File: src/rtl/sync_word_demod.sv
// Frame-sync demodulator: hunts for a sync word within a bit-error tolerance, confirms frame-spaced
// repeats, then flywheels through missed syncs while passing payload words. Optional SYNC_DEMOD_ERRCNT_EN.
module sync_word_demod #(
    parameter int WIDTH       = 16,
    parameter int FRAME_LEN   = 8,
    parameter int MAX_ERR     = 1,
    parameter int CONFIRM_CNT = 2,
    parameter int MISS_LIMIT  = 3
) (
    input  logic             clk,
    input  logic             rst_n,
    input  logic             in_valid,
    input  logic [WIDTH-1:0] in_data,
    input  logic [WIDTH-1:0] sync_word,
    output logic             out_valid,
    output logic [WIDTH-1:0] out_data,
    output logic             out_sof,
    output logic             locked
`ifdef SYNC_DEMOD_ERRCNT_EN
    ,
    output logic [15:0]      err_count
`endif
);

    localparam int PW   = $clog2(FRAME_LEN);
    localparam int CW   = $clog2(CONFIRM_CNT + 1);
    localparam int MW   = $clog2(MISS_LIMIT + 1);
    localparam int POPW = $clog2(WIDTH + 1);

    typedef enum logic [1:0] {HUNT, CONFIRM, LOCKED} state_t;

    state_t          r_state;
    logic [PW-1:0]   r_pos;
    logic [CW-1:0]   r_conf;
    logic [MW-1:0]   r_miss;
    logic [1:0]      r_rstSync;

    logic            w_rst_n;
    logic [WIDTH-1:0] w_diff;
    logic [POPW-1:0] w_pop;
    logic            w_match;
    logic            w_slot;
    logic [PW-1:0]   w_posNext;
    logic [CW-1:0]   w_confNext;
    logic [MW-1:0]   w_missNext;
    logic            w_enterLock;

    // Assertion reaches every flop at once; release is retimed onto clk.
    always_ff @(posedge clk or negedge rst_n) begin
        if (!rst_n) r_rstSync <= 2'b00;
        else        r_rstSync <= {r_rstSync[0], 1'b1};
    end
    assign w_rst_n = r_rstSync[1];

    always_comb begin
        w_diff = in_data ^ sync_word;
        w_pop  = '0;
        for (int i = 0; i < WIDTH; i++) begin
            w_pop = w_pop + POPW'(w_diff[i]);
        end
    end

    assign w_match     = (int'(w_pop) <= MAX_ERR);
    assign w_slot      = (r_pos == '0);
    assign w_posNext   = (r_pos == PW'(FRAME_LEN - 1)) ? '0 : r_pos + 1'b1;
    assign w_confNext  = r_conf + 1'b1;
    assign w_missNext  = r_miss + 1'b1;
    assign w_enterLock = in_valid && w_match &&
                         (((r_state == HUNT) && (CONFIRM_CNT == 1)) ||
                          ((r_state == CONFIRM) && w_slot && (int'(w_confNext) >= CONFIRM_CNT)));

    always_ff @(posedge clk or negedge w_rst_n) begin
        if (!w_rst_n) begin
            r_state   <= HUNT;
            r_pos     <= '0;
            r_conf    <= '0;
            r_miss    <= '0;
            out_valid <= 1'b0;
            out_data  <= '0;
            out_sof   <= 1'b0;
            locked    <= 1'b0;
        end else begin
            out_valid <= 1'b0;
            if (in_valid) begin
                r_pos   <= w_posNext;
                out_sof <= 1'b0;
                case (r_state)
                    HUNT: begin
                        if (w_match) begin
                            r_pos  <= PW'(1);
                            r_conf <= CW'(1);
                            r_miss <= '0;
                            if (w_enterLock) begin
                                r_state <= LOCKED;
                                locked  <= 1'b1;
                            end else begin
                                r_state <= CONFIRM;
                            end
                        end else begin
                            r_pos <= '0;
                        end
                    end
                    CONFIRM: begin
                        if (w_slot) begin
                            if (w_match) begin
                                r_conf <= w_confNext;
                                if (w_enterLock) begin
                                    r_state <= LOCKED;
                                    r_miss  <= '0;
                                    locked  <= 1'b1;
                                end
                            end else begin
                                r_state <= HUNT;
                                r_pos   <= '0;
                                r_conf  <= '0;
                            end
                        end
                    end
                    LOCKED: begin
                        if (w_slot) begin
                            // A missed sync below the limit still occupies the sync slot (flywheel).
                            if (w_match) begin
                                r_miss <= '0;
                            end else if (int'(w_missNext) >= MISS_LIMIT) begin
                                r_state <= HUNT;
                                r_pos   <= '0;
                                r_conf  <= '0;
                                r_miss  <= '0;
                                locked  <= 1'b0;
                            end else begin
                                r_miss <= w_missNext;
                            end
                        end else begin
                            out_valid <= 1'b1;
                            out_data  <= in_data;
                            out_sof   <= (r_pos == PW'(1));
                        end
                    end
                    default: r_state <= HUNT;
                endcase
            end
        end
    end

`ifdef SYNC_DEMOD_ERRCNT_EN
    logic        w_lockedSlot;
    logic [16:0] w_errSum;

    assign w_lockedSlot = in_valid && (r_state == LOCKED) && w_slot;
    assign w_errSum     = {1'b0, err_count} + 17'(w_pop);

    always_ff @(posedge clk or negedge w_rst_n) begin
        if (!w_rst_n)          err_count <= '0;
        else if (w_enterLock)  err_count <= '0;
        else if (w_lockedSlot) err_count <= w_errSum[16] ? 16'hFFFF : w_errSum[15:0];
    end
`endif

endmodule

File: config.mk
export PLATFORM = sky130hd
export DESIGN_NAME = sync_word_demod
export DESIGN_NICKNAME = d
export VERILOG_FILES = /design/src/rtl/sync_word_demod.sv
export SDC_FILE = /design/constraint.sdc
export NUM_CORES = 1
export LEC_CHECK = 0
export CORE_MARGIN = 3
export CORE_UTILIZATION = 40
export DETAILED_ROUTE_END_ITERATION = 8
export GPL_ROUTABILITY_DRIVEN = 0
export HOLD_SLACK_MARGIN = 0.06
export PLACE_DENSITY_LB_ADDON = 0.25
export SYNTH_ARGS = -nofsm -noshare
export SYNTH_HDL_FRONTEND = slang
export SYNTH_SLANG_ARGS = --single-unit
File: constraint.sdc
create_clock -name clk -period 1.2 [get_ports clk]
set_input_delay 0.3 -clock clk [delete_from_list [all_inputs] [get_ports clk]]
set_output_delay 0.3 -clock clk [all_outputs]
set_load 0.01 [all_outputs]
; ---- Word-level counts from Yosys, hierarchy flattened
; Index checks and enable logic that the tools add are counted.
; Widths: inputs -> output; s select.
[word_totals]
elab_cells = 97
output_inout_bits = 19
ff_bits = 30
inputBits = 35
[classes]
n_bitwise = 2
n_mux = 41
addsub = 18
eq_ne = 12
reduce_logical = 12
order_cmp = 3
[op_table]
columns = op, count
row1 = $add 5x1->5, 11
row2 = $mux 2, 18
row3 = $reduce_and 7->1, 3
row4 = $mux 3, 6
row5 = $pmux 2 s3, 3
row6 = $xor 16x16->16, 1
row7 = $ne 2x2->1 const B, 7
row8 = $mux 1, 12
row9 = $pmux 3 s3, 1
row10 = $reduce_and 6->1, 1
row11 = $add 4x1->5, 1
row12 = $le 5x1->1 const B, 1
row13 = $add 2x1->2 const B, 2
row14 = $add 3x1->4, 1
row15 = $ge 2x2->1 const B, 2
row16 = $logic_and 1x1->1, 4
row17 = $add 2x1->3, 1
row18 = $add 3x1->3 const B, 1
row19 = $eq 3x1->1 const B, 1
row20 = $eq 3x3->1 const B, 1
row21 = $logic_not 3->1, 1
row22 = $ne 3x3->1 const B, 1
row23 = $pmux 1 s3, 1
row24 = $reduce_and 3->1, 1
row25 = 6 further kinds, 6

; ---- Logic depth before layout (Yosys ltp)
[logic_depth]
word_depth = 23
mapped_depth = 15
depth_no_buf = 15

; ---- Least setup slack after synthesis
; No wires, ideal clock.
[synth_timing]
path_type = input to register
from = input sync_word[0]
to = register r_state[0]
slack_ns = -3.294
n_path_buf = 0
setup_time_ns = 0.125
stages = 14
arrival_time_ns = 4.370
cell_sequence = xor2_1 > fa_1 > fa_1 > fa_1 > inv_1 > fa_1 > inv_1 > ha_1 > fa_1 > nor3_4 > nand2_2 > o21a_1 > nor4_1 > mux2_2
[synth_between]
elab_chain_cells = 22
word_cells_on_any_way = 28
cone_classes = add/sub: 15 / order compare: 1 / eq/ne: 3 / mux: 5 / bitwise: 1 / reduce/logical: 3
[synth_lines]
columns = item, line
row1 = "start, declared", 14  ; input logic [WIDTH-1:0] sync_word,
row2 = $xor 16x16->16 *, 56  ; w_diff = in_data ^ sync_word;
row3 = $add 1x1->2 *, 59  ; w_pop = w_pop + POPW'(w_diff[i]);
row4 = $add 2x1->3 *, 59
row5 = $add 3x1->4 *, 59
row6 = $add 4x1->5 *, 59
row7 = $add 5x1->5 * (11 in series), 59
row8 = $le 5x1->1 *, 63  ; assign w_match = (int'(w_pop) <= MAX_ERR);
row9 = $logic_and 1x1->1 (2 in series), 68  ; assign w_enterLock = in_valid && w_match &&
row10 = $mux 2, 93  ; if (w_enterLock) begin
row11 = $mux 2, 89  ; if (w_match) begin
row12 = $pmux 2 s3, 87  ; case (r_state)
row13 = "end signal, assigned", 74  ; r_state <= HUNT;
row14 = "end signal, assigned", 94  ; r_state <= LOCKED;
row15 = "end signal, assigned", 97  ; r_state <= CONFIRM;
row16 = "end, declared", 32  ; state_t r_state;
; Every way passes the cells marked *; elsewhere a longest branch is shown, timed or not. The select of a mux whose other input is x is not followed.
; A chain may end at the register's enable or synchronous reset.

; ---- Worst setup path in the final report
[layout_timing]
from = input in_data[15]
to = register r_miss[0]
[layout_between]
elab_chain_cells = 7
word_cells_on_any_way = 12
cone_classes = add/sub: 1 / order compare: 1 / eq/ne: 3 / mux: 3 / bitwise: 1 / reduce/logical: 3
[layout_lines]
columns = item, line
row1 = "start, declared", 13  ; input logic [WIDTH-1:0] in_data,
row2 = $xor 16x16->16 *, 56
row3 = $add 5x1->5 *, 59
row4 = $le 5x1->1 *, 63
row5 = $logic_and 1x1->1 (2 in series), 68
row6 = $ne 2x2->1 (no line), -
row7 = $reduce_and 7->1 (no line), -
row8 = "end signal, assigned", 131  ; r_miss <= w_missNext;
row9 = "end, declared", 35  ; logic [MW-1:0] r_miss;
; Marked as above.

==> key figures <==
Timing
  – RSZ-0062 raised after global routing: true
  – Finish-stage setup viols: 28
  – PnR worst setup slack: -3.06 ns
  – Final Max Tran Viols: 0
  – Min Clock Period, post-route: 4.26 ns
  – Max_slew headroom: approximately 51%
  – Final Hold Fails: 0
  – Final Cycle Share: 355%
  – Fmax: 235 MHz
  – Worst Tran Pin Value: 0.722 ns
  – Skew final: 0.00628 ns

Worst setup path
  – CP cell instances: buf_8, xnor2_4, fa_1, inv_2, fa_1, fa_1, inv_1, fa_1, inv_1, ha_2, fa_1, nor3_4, nand2_2, buf_4, nor2_4, and4bb_2, mux2_4
  – R2R setup slack: -0.90 ns
  – Worst path max stage delay: 0.55 ns
  – CP required: 1.37 ns
  – CP max-delay cell: fa_1
  – Crit path launch type: input pin
  – Crit-path max FO: 3
  – WP data arrival: 4.42 ns
  – Critical Path End Type: register
  – Reg2reg path depth: 6
  – CP top delay family: adder cells
  – Cell mode on critical path: fa_1
  – Reg2Reg Capture Point: r_miss[0]
  – CP bufs+invs: 5
  – Worst Path Class, Setup: in2reg
  – Crit Reg-Reg Startpoint: r_state[1]

Global route
  – Total congestion overflow: 0
  – GRT Util Overall: 20.0%
  – Global-route wire length before repair: 8540 µm
  – Vias in the first global route: 1856
  – Initial antenna violation count: 0
  – Pin count of the biggest net entering global routing: 29

Worst hold path
  – Worst min-delay path class: in2async

Clocking
  – TritonCTS Buffers: 5
  – H-tree depth: 2
  – CTS tree: done
  – Clock buffer depth: 2
  – Cts-stage hold buffer count: 0
  – Clock Latency Late Sink: a little under 0.3 ns
  – Clk sinks: 30
  – Root Driver: clkbuf_8
  – Clk slew on worst S/H paths: ~0.07 ns

Synthesis
  – Post-synthesis cell type count: 45
  – Seq cells post-synth: 30
  – Yosys warning count: 0
  – Adder-cell share of the synthesized area: 18.6%
  – Synth Area in Compound Gates: 8.65%
  – Largest family of logic cells by synthesized area: adder cells
  – Seq/Total Area, Yosys: 38.5%
  – Syn Area/Cell: 11.4 µm²
  – Post-Synthesis Cells: about 170
  – Post-synthesis simple-gate area fraction: 10.9%
  – Synthesized area: 1950 µm²
  – Multiplexer share of the synthesized area: 10.9%
  – Synth Net Count: approximately 230
  – Post-synthesis xor/xnor area fraction: just over 7%

Die
  – Initial Util: 43.0%
  – Die X: around 76 µm
  – Io pins: 54
  – Die height: 75.9 µm
  – Die area: 5750 µm²
  – Core Rows: 24
  – Core area: roughly 4500 µm²

Layout
  – Share of cells above drive strength 1: 53.7%
  – Antenna diodes: 0
  – Multi-input logic area: 1420 µm²
  – Register area: 751 µm²
  – NumNets Final: 338
  – FILL cells: 313
  – Area Growth Syn to Fin: 64.0%
  – Final core utilization: 70.6%

Routing
  – TritonRoute pass-1 iters: 4
  – Detailed Route WL: roughly 5300 µm
  – Antenna viol nets, final: 0
  – Initial drt markers: 86
  – Drt wl/cell: 15.2 µm
  – Residual DRC: 0
  – Detail-routed via count per cell: 4.82
  – Via count: around 1700

Status
  – Violated checks: negative setup slack
  – Status: finished, violations left

Power
  – Maximum VDD drop: 1.62 mV
  – Leak: 0.00155 µW
  – PD cells: 2910 nW/µm²

Place
  – Dpl hpwl: 3500 µm
  – Place WS: -3.84 ns
  – IO buf count: 53

Flow run
  – Max-Cap Viols: 0
cells by family (layout without fill, tap and decap cells):
| group | count (synthesis) | count (layout) |
|---|---|---|
| adders and majority gates | 23 | 23 |
| xor gates and xnor gates | 16 | 16 |
| AOI/OAI and AO/OA | 23 | 23 |
| muxes | 19 | 19 |
| and+or+nand+nor | 33 | 35 |
| other | 1 | 1 |
| DFF | 30 | 30 |
| buffers and inverters | 26 | 134 |
worst max-delay path by stage:
stage	startpoint	to	slack (ns)	cells past startpoint
finish	in_data[15]	r_miss[0]	-3.06	17
global route	in_data[15]	r_miss[0]	-3.19	17
CTS	in_data[0]	r_conf[1]	-3.18	15
detailed placement	in_data[15]	r_state[0]	-3.84	16
global placement	in_data[15]	r_state[0]	-3.72	16
floorplan	sync_word[15]	r_state[0]	-3.10	15
layout by cell type, fill, tap and decap left out, types with 2 or more instances in the layout:
cell / netlist / routed
nand2b_4: 0 / 2
o31ai_2: 0 / 2
xnor2_1: 5 / 2
clkbuf_2: 0 / 2
xor2_2: 0 / 6
nand4_1: 2 / 2
nand2_8: 0 / 3
buf_2: 2 / 30
clkbuf_8: 0 / 6
ha_4: 0 / 2
buf_4: 0 / 48
fa_1: 10 / 10
xnor2_2: 0 / 2
buf_8: 0 / 2
dfrtp_1: 30 / 30
o22ai_1: 2 / 2
o21ai_0: 5 / 3
inv_2: 0 / 5
nor4_2: 0 / 2
o211ai_1: 2 / 2
nor2b_1: 3 / 3
nor2_1: 3 / 3
inv_1: 23 / 18
buf_6: 0 / 4
a31oi_4: 1 / 2
mux2_4: 0 / 17
nand3_1: 2 / 2
o21ai_1: 1 / 3
clkdlybuf4s50_1: 0 / 16
nand2_1: 5 / 4
xor2_1: 11 / 5
ha_1: 13 / 10
power breakdown:
group | switching (µW) | internal, µW
sequential | 243 | 1420
clock | 414 | 463
combinational | 3190 | 3590
total | 3850 | 5470
per-layer routing:
layer,global-route usage (%),wire (µm)
met1,23.9,2130
met2,35.0,2800
met3,4.75,244
met4,6.99,102
met5,0,0
Yosys cell counts (all sizes together):
library cell | number | share of area (%)
mux2 | 18 | 10
and2b | 1 | 0.38
o31ai | 2 | 0.77
and4bb | 1 | 0.64
nand2 | 6 | 1.3
a31oi | 3 | 1.7
o21a | 1 | 0.38
o31a | 1 | 0.45
dfrtp | 30 | 38
clkbuf | 1 | 0.19
and2 | 1 | 0.32
buf | 2 | 0.51
nor3b | 1 | 0.38
nor2b | 3 | 0.96
a221oi | 1 | 0.45
nand2b | 3 | 0.96
a21oi | 2 | 0.51
nand4 | 2 | 0.64
conb | 1 | 0.19
o22ai | 2 | 0.64
o211ai | 2 | 0.77
fa | 10 | 10
inv | 23 | 4.4
a32o | 1 | 0.51
or3 | 2 | 0.90
o21ai | 6 | 1.5
xor2 | 11 | 4.9
nor2 | 4 | 0.90
nand3 | 2 | 0.51
xnor2 | 5 | 2.2
nand4b | 1 | 0.45
mux2i | 1 | 0.51
nor4b | 1 | 0.45
nand3b | 1 | 0.38
a22o | 1 | 0.45
o221ai | 1 | 0.45
ha | 13 | 8.3
nor4 | 2 | 0.64
nor3 | 2 | 1.1
area by class of cell:
class | instances | share of cell area, %
multi-input cells | 117 | 44.2
repair buffers | 103 | 24.2
flip-flops and latches | 30 | 23.5
clock buffers | 7 | 2.70
inverters | 23 | 2.70
well taps | 65 | 2.54
clock inverters | 1 | 0.156
timing repair:
| action | 4_1_cts | 5_1_grt |
|---|---|---|
| pin swaps | 21 | 19 |
| endpoints found under the setup margin | 47 | 33 |
| gates resized for setup | 164 | 31 |
| buffers inserted | 10 | 5 |
| gates cloned | 2 | 0 |
registers in the layout (all words and copies together), names as in the netlist:
| signal | cells |
|---|---|
| locked | 1 |
| out_data | 16 |
| out_sof | 1 |
| out_valid | 1 |
| r_conf | 2 |
| r_miss | 2 |
| r_pos | 3 |
| r_rstSync | 2 |
| r_state | 2 |
per-stage QoR:
stage | std cells | total power [µW] | cell area (µm²) | TNS (ns) | hold WS, ns
finish | 346 | 9320 | 3200 | -35.54 | 0.175
global route | 346 | 9990 | 3200 | -37.87 | 0.169
CTS | 342 | 8570 | 3100 | -36.33 | 0.171
detailed placement | 322 | 7360 | 2950 | -45.58 | 0.260
global placement | 322 | 7200 | 2950 | -44.91 | 0.255
floorplan | 171 | 5010 | 2090 | -33.21 | 0.00441
(Power assumes the default switching activity.)
